===== src/rtl/riscv_pkg.sv =====
// riscv_pkg
// Shared definitions for the pipelined RISC-V core front end.
//   XLEN         : architectural register / PC width
//   RESET_PC     : default first fetch address after reset
//   NOP_INSTR    : canonical nop (addi x0, x0, 0) used by downstream stages
//                  when they need to insert a bubble
//   fd_payload_t : {pc, instr} pair carried from fetch to decode
package riscv_pkg;

    localparam int unsigned     XLEN      = 32;
    localparam logic [XLEN-1:0] RESET_PC  = 32'h0000_0000;
    localparam logic [XLEN-1:0] NOP_INSTR = 32'h0000_0013;

    typedef struct packed {
        logic [XLEN-1:0] pc;
        logic [XLEN-1:0] instr;
    } fd_payload_t;

endpackage


===== src/rtl/fetch_fifo.sv =====
// fetch_fifo
// Small instruction buffer between instruction memory and the F/D register.
// Entry 0 is always the head, so the head payload comes straight out of a
// flop with no read-side mux.
// Ports:
//   clk, rst_n  : clock (rising edge), asynchronous active-low reset
//   push        : write push_data behind the current contents
//   push_data   : {pc, instr} to store
//   pop         : drop the head entry (only meaningful while head_valid)
//   flush       : discard all entries; overrides push and pop
//   count       : number of valid entries (0..DEPTH)
//   head_valid  : count != 0
//   head        : payload of the oldest entry
module fetch_fifo
    import riscv_pkg::*;
#(
    parameter int unsigned DEPTH = 2,
    localparam int unsigned CW   = $clog2(DEPTH + 1)
) (
    input  logic          clk,
    input  logic          rst_n,
    input  logic          push,
    input  fd_payload_t   push_data,
    input  logic          pop,
    input  logic          flush,
    output logic [CW-1:0] count,
    output logic          head_valid,
    output fd_payload_t   head
);

    fd_payload_t   entries [DEPTH];
    logic [CW-1:0] wr_idx;

    // A simultaneous pop shifts everything down one slot, so the new entry
    // lands one position lower than the current count.
    assign wr_idx = count - CW'(pop);

    always_ff @(posedge clk or negedge rst_n) begin
        if (!rst_n) begin
            count <= '0;
            for (int i = 0; i < DEPTH; i++) begin
                entries[i] <= '0;
            end
        end else if (flush) begin
            count <= '0;
        end else begin
            for (int i = 0; i < DEPTH; i++) begin
                if (push && wr_idx == CW'(i)) begin
                    entries[i] <= push_data;
                end else if (pop) begin
                    // The top slot picks up a wrapped copy; it is beyond
                    // count afterwards, so its content is irrelevant.
                    entries[i] <= entries[(i + 1) % DEPTH];
                end
            end
            count <= count + CW'(push) - CW'(pop);
        end
    end

    assign head_valid = (count != '0);
    assign head       = entries[0];

    // Upstream credit accounting must never let a push reach a full buffer.
    fifo_no_overflow: assert property (
        @(posedge clk) disable iff (!rst_n)
        (push && !flush) |-> (wr_idx < CW'(DEPTH))
    );

endmodule


===== src/rtl/riscv_fetch_stage.sv =====
// riscv_fetch_stage
// Instruction fetch stage: owns the PC, issues in-order word fetches and
// buffers returned instructions until decode accepts them.
// Ports:
//   clk_i, reset_ni         : clock (rising edge), asynchronous active-low reset
//   imem_req_o, imem_addr_o : one-cycle fetch request and word address
//   imem_rvalid_i/rdata_i   : in-order response, latency >= 1 cycle
//   redirect_i/redirect_pc_i: flush everything and restart at the target
//   fd_valid_o/fd_ready_i   : handshake with the F/D register (FD_pipeready)
//   fd_pc_o/fd_instr_o      : head {pc, instr}
module riscv_fetch_stage
    import riscv_pkg::*;
#(
    parameter int unsigned      XLEN     = riscv_pkg::XLEN,
    parameter logic [XLEN-1:0]  RESET_PC = riscv_pkg::RESET_PC,
    parameter int unsigned      DEPTH    = 2
) (
    input  logic            clk_i,
    input  logic            reset_ni,
    output logic            imem_req_o,
    output logic [XLEN-1:0] imem_addr_o,
    input  logic            imem_rvalid_i,
    input  logic [XLEN-1:0] imem_rdata_i,
    input  logic            redirect_i,
    input  logic [XLEN-1:0] redirect_pc_i,
    output logic            fd_valid_o,
    input  logic            fd_ready_i,
    output logic [XLEN-1:0] fd_pc_o,
    output logic [XLEN-1:0] fd_instr_o
);

    localparam int unsigned CW = $clog2(DEPTH + 1);
    localparam int unsigned SW = CW + 1;

    logic            run_q;
    logic [XLEN-1:0] pc_q;
    logic [XLEN-1:0] resp_pc_q;
    logic [CW-1:0]   outstanding_q;
    logic [CW-1:0]   discard_q;

    logic [CW-1:0]   fifo_count;
    logic            head_valid;
    fd_payload_t     head;
    fd_payload_t     push_data;

    logic            pop_req;
    logic            fifo_pop;
    logic            fifo_push;
    logic            issue;
    logic [SW-1:0]   credit_used;
    logic [XLEN-1:0] redirect_target;

    // pop_req is the raw handshake; the credit check counts it even in a
    // redirect cycle, which is harmless because a redirect blocks issue anyway.
    assign pop_req   = head_valid & fd_ready_i;
    assign fifo_pop  = pop_req & ~redirect_i;
    assign fifo_push = imem_rvalid_i & (discard_q == '0) & ~redirect_i;

    // Every in-flight request owns a FIFO slot, so capping in-flight plus
    // buffered at DEPTH makes overflow impossible for any memory latency.
    assign credit_used = SW'(outstanding_q) + SW'(fifo_count) - SW'(pop_req);
    assign issue       = run_q & ~redirect_i & (credit_used < SW'(DEPTH));

    assign imem_req_o      = issue;
    assign imem_addr_o     = pc_q;
    assign redirect_target = {redirect_pc_i[XLEN-1:2], 2'b00};

    assign push_data.pc    = resp_pc_q;
    assign push_data.instr = imem_rdata_i;

    // run_q holds off the first request until one full edge after reset
    // release, so memory coming out of the same reset sees a clean start.
    always_ff @(posedge clk_i or negedge reset_ni) begin
        if (!reset_ni) begin
            run_q <= 1'b0;
        end else begin
            run_q <= 1'b1;
        end
    end

    // Redirect replaces discard_q outright: whatever is still in flight after
    // this cycle (a response arriving now is already gone) belongs to the old
    // path, including leftovers from an earlier redirect.
    always_ff @(posedge clk_i or negedge reset_ni) begin
        if (!reset_ni) begin
            pc_q          <= RESET_PC;
            resp_pc_q     <= RESET_PC;
            outstanding_q <= '0;
            discard_q     <= '0;
        end else begin
            outstanding_q <= outstanding_q + CW'(issue) - CW'(imem_rvalid_i);
            if (redirect_i) begin
                pc_q      <= redirect_target;
                resp_pc_q <= redirect_target;
                discard_q <= outstanding_q - CW'(imem_rvalid_i);
            end else begin
                if (issue) begin
                    pc_q <= pc_q + XLEN'(4);
                end
                if (imem_rvalid_i) begin
                    if (discard_q != '0) begin
                        discard_q <= discard_q - CW'(1);
                    end else begin
                        resp_pc_q <= resp_pc_q + XLEN'(4);
                    end
                end
            end
        end
    end

    fetch_fifo #(
        .DEPTH (DEPTH)
    ) u_fifo (
        .clk        (clk_i),
        .rst_n      (reset_ni),
        .push       (fifo_push),
        .push_data  (push_data),
        .pop        (fifo_pop),
        .flush      (redirect_i),
        .count      (fifo_count),
        .head_valid (head_valid),
        .head       (head)
    );

    assign fd_valid_o = head_valid;
    assign fd_pc_o    = head.pc;
    assign fd_instr_o = head.instr;

endmodule

===== config.mk =====
export PLATFORM = sky130hd
export DESIGN_NAME = riscv_fetch_stage
export DESIGN_NICKNAME = d
export VERILOG_FILES = /design/src/rtl/riscv_pkg.sv /design/src/rtl/fetch_fifo.sv /design/src/rtl/riscv_fetch_stage.sv
export SDC_FILE = /design/constraint.sdc
export NUM_CORES = 1
export LEC_CHECK = 0
export CORE_MARGIN = 2
export CORE_UTILIZATION = 54
export DETAILED_ROUTE_END_ITERATION = 6
export GPL_ROUTABILITY_DRIVEN = 1
export GPL_TIMING_DRIVEN = 0
export PLACE_DENSITY = 0.84
export REMOVE_ABC_BUFFERS = 1
export SYNTH_ARGS = -nofsm -noshare
export SYNTH_HDL_FRONTEND = slang
export SYNTH_SLANG_ARGS = --single-unit

===== constraint.sdc =====
create_clock -name clk_i -period 3.5 [get_ports clk_i]
set_input_delay 0.7 -clock clk_i [delete_from_list [all_inputs] [get_ports clk_i]]
set_output_delay 0.7 -clock clk_i [all_outputs]
set_load 0.005 [all_outputs]

# == Word-level counts from Yosys, hierarchy flattened ==
# Cells that the tools add are included.
# op_classes
n_reduce_logical,15
mux,13
bitwise_logic,7
n_lt_le_gt_ge,1
n_eq_ne,2
add_sub_neg,11
# op_table
cell,count
2-to-1 mux 64 bit,4
2-to-1 mux 32 bit,5
adder 32 x 3 -> 32 bit (second input constant),2
nonzero test 2 bit,7
2-to-1 mux 2 bit,4
AND reduction 2 bit,4
subtractor 2 x 1 -> 2 bit,4
bitwise AND 1 bit,6
adder 2 x 1 -> 2 bit,2
logical NOT 2 bit,2
adder 2 x 2 -> 3 bit,1
less-than comparator 3 x 2 -> 1 bit (second input constant),1
subtractor 3 x 1 -> 3 bit,1
equality test 2 x 1 -> 1 bit (second input constant),1
logical AND 1 bit,2
!= test 2 bit (second input constant),1
subtractor 2 x 1 -> 2 bit (second input constant),1
NOT 1 bit,1
# word_totals
reg_bits,199
elab_cells,59
inputBits,69
output_inout_bits,98

# == Longest topological paths before layout ==
# logic_depth
word_depth,8
ltp_mapped,13
ltp_nobuf,10

# == Cells and area by module ==
# From an unflattened synthesis, not the netlist that was laid out.
# hier_totals
hier_cells,1199
hier_area_um2,11144.4
# modules_own_cells
module,instances,cells_each,area_per_inst_um2,seq_area_each_um2
fetch_fifo,1,809,7511.0,3253.1
riscv_fetch_stage,1,390,3633.5,1626.6

# == Worst setup path after synthesis ==
# OpenSTA, ideal clock, no wires.
# synth_path
path_type,in2out
startpoint,input fd_ready_i
endpoint,output imem_req_o
required_time_ns,2.800
path_buffers,0
arrival_time_ns,2.348
setup_slack_ns,0.452
path_stages,8
cell_sequence,o21ai_0 -> inv_1 -> ha_1 -> nand2b_1 -> fa_1 -> nand2_1 -> or2_2 -> nor2_1
# synth_between
elab_chain_cells,4
# synth_rtl
element,line,rtl
start: declaration,riscv_fetch_stage.sv:27,"input logic fd_ready_i,"
bitwise AND 1 bit,riscv_fetch_stage.sv:55,assign pop_req = head_valid & fd_ready_i;
subtractor 3 x 1 -> 3 bit,riscv_fetch_stage.sv:61,assign credit_used = SW'(outstanding_q) + SW'(fifo_count) - SW'(pop_req);
less-than comparator 3 x 2 -> 1 bit,riscv_fetch_stage.sv:62,assign issue = run_q & ~redirect_i & (credit_used < SW'(DEPTH));
bitwise AND 1 bit,riscv_fetch_stage.sv:62,
end: declaration,riscv_fetch_stage.sv:20,"output logic imem_req_o,"
# No other way between the ends.

# == Final worst setup path ==
# layout_path
startpoint,input redirect_i
endpoint,"register u_fifo.entries, in the netlist u_fifo.head[28]"
# layout_between
elab_chain_cells,7
elab_cells_between_ends,9
classes_between,add/sub (1); mux (1); bitwise (3); reduce/logical (4)
# layout_rtl
element,line,rtl
start: declaration,riscv_fetch_stage.sv:24,"input logic redirect_i,"
NOT 1 bit (no line) (*),-,
bitwise AND 1 bit,riscv_fetch_stage.sv:56,assign fifo_pop = pop_req & ~redirect_i;
subtractor 2 x 1 -> 2 bit,fetch_fifo.sv:36,assign wr_idx = count - CW'(pop);
logical NOT 2 bit,fetch_fifo.sv:48,if (push && wr_idx == CW'(i)) begin
logical AND 1 bit,fetch_fifo.sv:48,
nonzero test 2 bit (no line),-,
AND reduction 2 bit (no line),-,
end signal: indexed assignment,fetch_fifo.sv:49,entries[i] <= push_data;
end signal: indexed assignment,fetch_fifo.sv:53,entries[i] <= entries[(i + 1) % DEPTH];
end: declaration,fetch_fifo.sv:31,fd_payload_t entries [DEPTH];
# Every way passes the cells marked *; elsewhere a longest branch is shown, timed or not.
# A chain may end at the register's enable or synchronous reset.

==> flow_summary_export.csv <==
group,metric,value,unit
synth,synth_area_leaders,"dfrtp_1 (48%), nand2_1 (8.0%), mux2i_1 (6.3%)",
power,p_per_area,717,mW/mm^2
synth,synth_top_area_share,48.3,%
clocking,cts_buffer_depth,2,
setup_path,r2r_start,"u_fifo.count[1]$_DFF_PN0_",
synth,yosys-top-cells-count,"nand2_1 (215), dfrtp_1 (195), nor2_1 (79)",
final_layout,layout-drive-gt1-share,9.60,%
placed_design,gp_congestion,0.823,
final_layout,syn2layout_area_growth,21.5,%
global_route,overflow,0,
placed_design,dpl_cell_area,0.0115,mm^2
synth,synth-seq-cells,195,
sta,setup_viol,0,
synth,synthesis.instances,1058,
global_route,grt_pass1_vias,7712,
final_layout,fin_nets,1216,
drt,wl,24.8,mm
placed_design,dp_hpwl,15.5,mm
worst_hold_path,hp-class,"primary input to async pin",
sta,whs,350,ps
clocking,path_clk_slew,70,ps
setup_path,path_class,"primary input to flip-flop",
drt,drcViolationCount,0,
synth,synth_area_per_cell,9.55,um^2
global_route,antenna_found_initial,0,
floorplan,io_pins,167,
synth,yosysMostFrequentCell,"nand2_1",
sta,worst_pin_slew,859,ps
setup_path,cp_max_fo,80,
sta,slew_violations,0,
final_layout,final_util,66.3,%
setup_path,end_kind,"flip-flop",
power,ir_worst_vdd,385,uV
clocking,clock_latency,430,ps
final_layout,design_area,0.0123,mm^2
sta,max_freq,301,MHz
clocking,cts_root_buffer,"clkbuf_16",
sta,hold_violations,0,
clocking,cts_tree,"done",
global_route,grt_pass1_wl,40.2,mm
clocking,h-tree-depth,4,
floorplan,dieArea,0.0198,mm^2
synth,seq_area_frac_synth,48.3,%
sta,clock-skew-final,10.6,ps
final_layout,nFillCells,1459,
floorplan,start_util,54.5,%
sta,fin_crit_sh,94.9,%
synth,synth.distinct_cells,44,
sta,rsz0062_at_grt,"false",
floorplan,die_w,141,um
setup_path,r2r_end,"imem_addr_o[18]$_DFFE_PN0P_",
drt,via_per_inst,5.66,
setup_path,critPathLaunchType,"primary input",
sta,tns,0,ps
floorplan,core_area,0.0185,mm^2
global_route,grtUsageTotal,25.6,%
setup_path,worst_r2r_path_depth,11,
floorplan,fp-row-count,50,
clocking,cts_buffers,17,
drt,wl_per_cell,18.0,um
synth,ys.flop_type,"dfrtp_1",
setup_path,worstPathArrival,3610,ps
final_layout,antennaDiodeCount,0,
setup_path,cp.required,3780,ps
setup_path,r2r_slack,260,ps
clocking,cts_sinks,195,
synth,yosysWarnings,0,
floorplan,die_h,141,um
drt,drtAntennaViolNets,0,
clocking,hold_buffers,0,
placed_design,port_buffers,162,
synth,synth_edf_count,0,
power,power.leakage,4.96,nW
flow_run,drv_cap,0,
drt,drt_pass1_iterations,6,
sta,relSlewSlack,42.7,%
synth,synth_area,0.0101,mm^2
global_route,grt_max_degree,112,
outcome,status,"finished clean",
synth,postSynth.asyncResetShare,100,%
sta,min_period,3320,ps
drt,drtIter0Drc,561,
drt,routed-via-count,7804,
synth,yosysTopAreaCell,"dfrtp_1",
## state kept, by name, summed over array words and instances (netlist names)
register	count
resp_pc_q	30
u_fifo.head	64
u_fifo.entries	64
outstanding_q	2
imem_addr_o	30
u_fifo.count	2
run_q	1
discard_q	2
## routing by layer
layer	share of wire, %	vias to the layer above	global-route usage, %
met4	2.1	0	8.68
li1	-	3682	-
met1	44	3830	35.2
met5	0	-	0
met2	47	253	40.9
met3	6.0	39	5.16
## through the flow
| step | setup WS, ps | instances | power (W) |
|---|---|---|---|
| after floorplan | -6500 | 935 | 0.00508 |
| after global placement | -12720 | 1331 | 0.00643 |
| after detailed placement | -2320 | 1342 | 0.00653 |
| after CTS | 21.2 | 1379 | 0.00882 |
| after global routing | 76.6 | 1380 | 0.00934 |
| final | 177 | 1380 | 0.00880 |
## where the power goes
part | internal, W | total, W | switching (W)
logic | 0.00167 | 0.00300 | 0.00133
registers | 0.00308 | 0.00370 | 0.000627
clock network | 0.00126 | 0.00210 | 0.000843
total | 0.00600 | 0.00880 | 0.00280
## placed cells by master (no fill, tap or decap), types with 26 or more instances in the layout
master,synthesis,final
mux2i_1,64,64
a31oi_1,63,63
clkdlybuf4s50_1,0,158
mux2_2,33,33
xor2_1,27,26
nor2_1,79,78
nand3_1,27,27
xnor2_1,35,35
nand2_1,215,213
dfrtp_1,195,195
o21ai_0,65,64
## worst max-delay path, cell delays in order
cell and delay, ps:
buf_4 300, inv_8 150, buf_12 220, nand2_8 310, inv_16 140, ha_1 260, xor2_2 230, or4_4 700
buf_16 280, nor2_1 140, a31oi_1 60
## area by class of cell
class,instances,area (um^2),area share (%)
tap,234,293,2.39
timing repair buffer,179,1860,15.2
sequential,195,4880,39.8
clock buffer,19,433,3.53
inverter,16,83.8,0.683
clock inverter,10,184,1.50
multi-input combinational,727,4540,37.0
## worst max-delay path by stage
stage,endpoint,slack [ps],from,cells after the start
2_1_floorplan,u_fifo.entries[0]$_DFFE_PN0P_,-6500,redirect_i,6
3_3_place_gp,u_fifo.entries[14]$_DFFE_PN0P_,-12720,redirect_i,7
3_5_place_dp,u_fifo.entries[9]$_DFFE_PN0P_,-2320,redirect_i,13
4_1_cts,imem_req_o,20,fd_ready_i,10
5_1_grt,u_fifo.head[13]$_DFFE_PN0P_,80,redirect_i,11
6_report,u_fifo.head[28]$_DFFE_PN0P_,180,redirect_i,11
## timing repair
action | CTS | global route
buffers inserted | 5 | 1
gates cloned | 3 | 0
resized for setup | 28 | 4
pin swaps | 7 | 3
endpoints found under the setup margin | 135 | 8
## cells by family (layout without fill, tap and decap cells)
group / after synthesis / count (layout) / synth area share, %
and+or+nand+nor: 390 / 393 / 17.5
DFF: 195 / 195 / 48.3
AOI/OAI and AO/OA: 160 / 160 / 9.20
buffers and inverters: 140 / 224 / 7.95
muxes: 97 / 97 / 10.0
xor gates and xnor gates: 63 / 63 / 5.54
adders and majority gates: 11 / 11 / 1.44
other: 2 / 3 / 0.0743
No activity file was read; power rests on OpenSTA's default activity.
